$ cat config.mk
export PLATFORM = sky130hd
export DESIGN_NAME = ball_motion_fsm
export DESIGN_NICKNAME = d
export VERILOG_FILES = /design/src/rtl/ball_motion_fsm.sv
export SDC_FILE = /design/constraint.sdc
export NUM_CORES = 1
export LEC_CHECK = 0
export CAP_MARGIN = 10
export CORE_MARGIN = 1.5
export CORE_UTILIZATION = 55
export CTS_CLUSTER_SIZE = 24
export DETAILED_ROUTE_END_ITERATION = 7
export PLACE_DENSITY = 0.88
export SYNTH_ARGS = -nofsm -noshare
export SYNTH_HDL_FRONTEND = slang
export SYNTH_SLANG_ARGS = --single-unit
$ cat constraint.sdc
create_clock -name clock -period 3.9 [get_ports clock]
set_input_delay 0.39 -clock clock [delete_from_list [all_inputs] [get_ports clock]]
set_output_delay 0.39 -clock clock [all_outputs]
set_load 0.1 [all_outputs]
$ cat src/rtl/ball_motion_fsm.sv
// Ball owner for the pong datapath: serve countdown, per-frame motion and bounce handling.
// Define BALL_SPEEDUP_EN to make each paddle hit raise the speed up to MAX_SPEED.
module ball_motion_fsm #(
    parameter int unsigned SCREEN_X     = 640,
    parameter int unsigned SCREEN_Y     = 480,
    parameter int unsigned BALL_SIZE    = 8,
    parameter int unsigned BALL_SPEED   = 2,
    parameter int unsigned SERVE_FRAMES = 60,
    parameter int unsigned MAX_SPEED    = 6
) (
    input  logic       clock,
    input  logic       reset_n,
    input  logic       frame_tick,
    input  logic [1:0] bounce,
    output logic [9:0] ball_pos_x,
    output logic [9:0] ball_pos_y,
    output logic [7:0] ball_size_x,
    output logic [7:0] ball_size_y,
    output logic       ball_dir_x,
    output logic       ball_dir_y,
    output logic       serving,
    output logic [3:0] speed
);

    typedef enum logic [0:0] {StServe, StMove} state_t;

    localparam logic [10:0] X_MAX     = 11'(SCREEN_X - BALL_SIZE);
    localparam logic [10:0] Y_MAX     = 11'(SCREEN_Y - BALL_SIZE);
    localparam logic [9:0]  X_CENTRE  = 10'((SCREEN_X - BALL_SIZE) / 2);
    localparam logic [9:0]  Y_CENTRE  = 10'((SCREEN_Y - BALL_SIZE) / 2);
    localparam logic [3:0]  SPD_INIT  = 4'(BALL_SPEED);
    localparam logic [15:0] CNT_INIT  = 16'(SERVE_FRAMES);
`ifdef BALL_SPEEDUP_EN
    localparam logic [3:0]  SPEED_CAP = 4'(MAX_SPEED);
`else
    // Cap never above the serve speed, so speed cannot grow.
    localparam logic [3:0]  SPEED_CAP = 4'((MAX_SPEED < BALL_SPEED) ? MAX_SPEED : BALL_SPEED);
`endif

    state_t      state_q;
    logic [9:0]  pos_x_q, pos_y_q;
    logic        dir_x_q, dir_y_q;
    logic [3:0]  speed_q;
    logic [15:0] serve_cnt_q;
    logic [1:0]  prev_bounce_q;
    logic        serving_q;

    logic        evt, paddle, wall, score;
    logic        dir_x_nxt, dir_y_nxt;
    logic [3:0]  speed_nxt;

    // One saturating step along an axis; 11-bit math so neither edge can wrap.
    function automatic logic [9:0] step_axis(input logic [9:0] pos, input logic dir,
                                             input logic [3:0] spd, input logic [10:0] lim);
        logic [10:0] wide_pos;
        logic [10:0] wide_spd;
        logic [10:0] res;
        wide_pos = {1'b0, pos};
        wide_spd = {7'b0, spd};
        if (dir) begin
            res = wide_pos + wide_spd;
            if (res > lim) res = lim;
        end else if (wide_pos < wide_spd) begin
            res = 11'd0;
        end else begin
            res = wide_pos - wide_spd;
        end
        return res[9:0];
    endfunction

    // Edge-style event detect: a held code acts once, a direct code change acts again.
    always_comb begin
        evt       = (bounce != 2'b00) && (bounce != prev_bounce_q) && (state_q == StMove);
        paddle    = evt && (bounce == 2'b01);
        wall      = evt && (bounce == 2'b10);
        score     = evt && (bounce == 2'b11);
        dir_x_nxt = dir_x_q ^ paddle;
        dir_y_nxt = dir_y_q ^ wall;
        speed_nxt = (paddle && (speed_q < SPEED_CAP)) ? speed_q + 4'd1 : speed_q;
    end

    always_ff @(posedge clock or negedge reset_n) begin
        if (!reset_n) begin
            state_q       <= StServe;
            pos_x_q       <= X_CENTRE;
            pos_y_q       <= Y_CENTRE;
            dir_x_q       <= 1'b1;
            dir_y_q       <= 1'b1;
            speed_q       <= SPD_INIT;
            serve_cnt_q   <= CNT_INIT;
            prev_bounce_q <= 2'b00;
            serving_q     <= 1'b1;
        end else begin
            prev_bounce_q <= bounce;
            unique case (state_q)
                StServe: begin
                    if (frame_tick) begin
                        if ((CNT_INIT == 16'd0) || (serve_cnt_q == 16'd1)) begin
                            state_q   <= StMove;
                            serving_q <= 1'b0;
                        end
                        if (serve_cnt_q != 16'd0) serve_cnt_q <= serve_cnt_q - 16'd1;
                    end
                end
                StMove: begin
                    if (score) begin
                        // Re-serve toward the player who just scored.
                        state_q     <= StServe;
                        serving_q   <= 1'b1;
                        pos_x_q     <= X_CENTRE;
                        pos_y_q     <= Y_CENTRE;
                        dir_x_q     <= ~dir_x_q;
                        speed_q     <= SPD_INIT;
                        serve_cnt_q <= CNT_INIT;
                    end else begin
                        dir_x_q <= dir_x_nxt;
                        dir_y_q <= dir_y_nxt;
                        speed_q <= speed_nxt;
                        if (frame_tick) begin
                            pos_x_q <= step_axis(pos_x_q, dir_x_nxt, speed_q, X_MAX);
                            pos_y_q <= step_axis(pos_y_q, dir_y_nxt, speed_q, Y_MAX);
                        end
                    end
                end
                default: state_q <= StServe;
            endcase
        end
    end

    assign ball_pos_x  = pos_x_q;
    assign ball_pos_y  = pos_y_q;
    assign ball_size_x = 8'(BALL_SIZE);
    assign ball_size_y = 8'(BALL_SIZE);
    assign ball_dir_x  = dir_x_q;
    assign ball_dir_y  = dir_y_q;
    assign serving     = serving_q;
    assign speed       = speed_q;

endmodule

After elaboration in Yosys (flattened, before gate mapping)
Cells that the tools add are included.

storage, ports and cells
  flip-flop bits (word level) = 46
  output and inout bits = 43
  logic and storage cells = 74

operators by class
  add/sub/neg operators = 6
  $lt $le $gt $ge = 5
  eq/ne operators = 9
  multiplexer cells = 25
  bitwise gates (word level) = 5
  reduce and logical (&&, ||, !) cells = 15

operators with widths
  cell                   number
  $mux 10                10
  $mux 16                3
  $pmux 16 s2            1
  $add 10x4->11          2
  $lt 10x4->1            2
  $sub 10x4->10          2
  $eq 16x1->1 const B    1
  $reduce_bool 16->1     1
  $sub 16x1->16 const B  1
  $gt 11x10->1 const B   1
  $gt 11x9->1 const B    1
  $mux 4                 2
  $mux 1                 7
  $logic_and 1x1->1      6
  $ne 2x2->1 const B     3
  $reduce_and 2->1       3
  $reduce_and 3->1       2
  $reduce_bool 2->1      3
  $add 4x1->4 const B    1
  $eq 2x2->1 const B     2
  $lt 4x2->1 const B     1
  $pmux 1 s2             2
  $not 1->1              3
  $eq 2x1->1 const B     1
  3 further kinds        4

Depth between registers and ports, before layout
  word-level depth = 8
  gate-level depth with buffers = 11

Worst setup path before layout
No wires, ideal clock.

  kind = flip-flop to flip-flop
  start = register speed_q[3], in the netlist speed[3]
  end = register pos_y_q[8], in the netlist ball_pos_y[8]
  data arrival time = 3.327 ns
  data required time = 3.810 ns
  path slack = 0.483 ns
  cell stages (with the launch flop) = 11
  clock period less this slack = 3.417 ns
  path through = dfrtp_1 > inv_1 > ha_1 > inv_1 > o21a_1 > o311ai_1 > or3_1 > a22o_1 > buf_2 > or4_1 > o2111ai_1

between the ends
  word-level cells in the longest chain between the ends = 6
  elaborated cells between the ends (all ways) = 9
  classes of those cells = 2 x add/sub; 2 x order compare; 5 x mux

RTL lines
  what                      line  RTL
  start: declaration        43    logic [3:0] speed_q;
  start signal: assignment  118   speed_q <= speed_nxt;
  $add 10x4->11             61    res = wide_pos + wide_spd;
  $gt 11x9->1               62    if (res > lim) res = lim;
  $mux 10                   62
  $mux 10 (*)               60    if (dir) begin
  $mux 10 (*)               119   if (frame_tick) begin
  $mux 10 (*)               106   if (score) begin
  end signal: assignment    121   pos_y_q <= step_axis(pos_y_q, dir_y_nxt, speed_q, Y_MAX);
  end: declaration          41    logic [9:0] pos_x_q, pos_y_q;

Mark *: on every way between the ends. The rest lies on a longest branch, timed or not. The select of a mux whose other input is x is not followed.
A chain may end at the register's enable or synchronous reset.

Final worst setup path
  start = register speed_q[1], in the netlist speed[1]
  end = register pos_x_q[5], in the netlist ball_pos_x[5]

between the ends
  word-level cells in the longest chain between the ends = 6
  elaborated cells between the ends (all ways) = 9
  classes of those cells = 2 x add/sub; 2 x order compare; 5 x mux

RTL lines
  what                    line  RTL
  $add 10x4->11           61
  $gt 11x10->1            62
  $mux 10                 62
  $mux 10 (*)             60
  $mux 10 (*)             119
  $mux 10 (*)             106
  end signal: assignment  120   pos_x_q <= step_axis(pos_x_q, dir_x_nxt, speed_q, X_MAX);
  end: declaration        41

Marks and branches as above.

==> flow_summary.toml <==
[timing]
fin_crit_sh = 0.8309
setup_tns_ps = 0
finClkSkew_ps = 13.02
period_minus_slack_ps = 3241
slew_violations = 0
fin_ws_ps = 659.5
hold_violations = 0
tightest_slew_ps = 1109
max_freq_ghz = 0.3086
slew_headroom = 0.2551
finalSetupViolCount = 0
rsz0062_at_grt = "false"

[pwr]
p_leak_nw = 1.828
ir_drop_uv = 143.1
power_density_nw_per_um2 = 222.8
total_power_uw = 951.9

[placed_design]
portBuffers = 31
place_congestion = 1.002
post-place-ws_ps = 711.0
dp_hpwl_um = 6984
dp.cells = 567

[die]
coreArea_um2 = 6794
die_h_um = 86.79
die_x_um = 86.79
dieArea_um2 = 7532
ioPinCount = 48
rows = 30
start_util = 0.5683

[clock_tree]
htree_levels = 2
cts_tree = "done"
clk_latency_ps = 310
numCtsBuffers = 5
hold_buffers = 0
cts_root_buf = "clkbuf_8"
cts_resized = 0
cts_buffer_depth = 2
clk_pin_slew_worst_paths_ps = 100
post-cts-setup-buffer-count = 0
clock_sinks = 46

[synth]
async_reset_ff_frac = 1.000
netlist_instances = 461
synth_top_cell_by_area = "dfrtp_1"
avgSynthCellArea_um2 = 8.376
synth_top_area_share = 0.1815
synth-seq-cells = 46
synth_edf_count = 0
synth_area_leaders = "dfrtp_1, dfstp_2, ha_1"
synthFlopType = "dfrtp_1"
yosysSeqAreaShare = 0.3040
netlist_area_um2 = 3861
yosysUniqueCellTypes = 67
ys_warn_count = 0

[grt]
grt_pass1_wl_um = 16040
grt_max_degree = 47
grt_usage = 0.2705
antenna_found_initial = 0
grt_pass1_vias = 3308
overflow = 0

[critical_path]
cp-end-kind = "register"
required_ps = 4110
crit_chain = "inv_1, fa_1, a21o_1, a2111oi_2, a21oi_1, a221oi_1, nor2_1, a2bb2oi_1"
max_stage_delay_ps = 700
arrival_ps = 3450
slowest_stage = "a2111oi_2"
cp_max_fo = 9
start_kind = "register"
crit_type = "register to register"
cp_num_buf_inv = 1
cpLargestDelayFamily = "compound AO/OA/AOI/OAI gates"

[cells_and_area]
utilization = 0.6287
nNetsFinal = 506
layout_common_cells = "nor2_1, nand2_1, clkdlybuf4s50_1"
layout_commonest_cell = "nor2_1"
stdcell_count = 575
num_antenna_cells = 0
drive_gt1_frac = 0.09186
synthToLayoutAreaGrowth_pct = 10.63

[detailed_routing]
wl_per_cell_um = 16.90
drc = 0
ant_nets = 0
dr.pass1.iters = 6
routed_wl_um = 9719
drt_iter0_markers = 387
via_per_inst = 6.357
vias = 3655

[worst_hold_path]
min_path_type = "primary input to asynchronous set/reset pin"

[job]
cap_violations = 0

[run_status]
status = "finished clean"
[worst register-to-register path, delay by kind of cell, from the launching register on]
family                     cells  cell delay (ps)
DFF                            1              580
adders and majority gates      1              530
and+or+nand+nor                1               80
buffers and inverters          1              190
AOI/OAI and AO/OA              5             1760
[synth_stat cells, drive strengths merged (7+ instances only)]
library cell   n
nor2          40
nand2         34
a21oi         29
dfrtp         28
inv           24
o21ai         22
buf           20
ha            19
clkbuf        18
dfstp         18
xnor2         18
nor3          15
or3           15
nand3         11
a21o          10
xor2           9
a211oi         7
and3           7
nor2b          7
o31ai          7
[area by class of cell]
class | instances | area (µm²)
multi-input combinational | 366 | 2440
clock inverter | 1 | 30.03
tap | 96 | 120.1
timing repair buffer | 34 | 327.8
fill | 569 | 2522
sequential | 46 | 1174
inverter | 25 | 93.84
clock buffer | 7 | 86.33
[final timing paths]
kind | startpoint | end | slack (ps) | cells after the start
min in group clock | serving | serving | 500 | 2
hold / removal | reset_n | ball_pos_y[8] | 270 | 1
setup reg to reg | speed[1] | ball_pos_x[5] | 660 | 8
hold reg to reg | serving | serving | 500 | 2
setup / recovery | speed[1] | ball_pos_x[5] | 660 | 8
max in group asynchronous | reset_n | prev_bounce_q[1] | 2980 | 1
[cells by family after synthesis]
kind of cell | synth area share
AOI/OAI and AO/OA | 0.2534
xor gates and xnor gates | 0.06125
adders and majority gates | 0.08231
buffers and inverters | 0.07777
DFF | 0.3040
muxes | 0.01296
other | 0.001945
and+or+nand+nor | 0.2064
[flip-flops by register name (all words and copies together) (netlist names)]
signal and count:
ball_dir_x 1, ball_dir_y 1, ball_pos_x 10, ball_pos_y 10, prev_bounce_q 2, serve_cnt_q 16
serving 1, speed 4, state_q 1
[metal layers]
layer | wire length (µm) | track usage | part of all wire
met2 | 4539 | 0.4278 | 0.47
met4 | 211 | 0.08065 | 0.022
met1 | 4193 | 0.3748 | 0.43
met3 | 775 | 0.05429 | 0.080
met5 | 0 | 0 | 0
[report_power, final]
group          internal, mW  total, mW  switching, mW  leakage (nW)
registers             0.479      0.480        0.00114         0.542
clock network         0.209      0.384          0.175        0.0585
logic               0.00528     0.0877         0.0824          1.23
[metrics by stage]
step | hold WS, ps | instance area, µm²
floorplan | 94.41 | 3914
global placement | 484.9 | 4155
detailed placement | 493.0 | 4155
CTS | 312.8 | 4272
global route | 347.4 | 4272
finish | 267.1 | 4272
No activity file was read; power rests on OpenSTA's default activity.
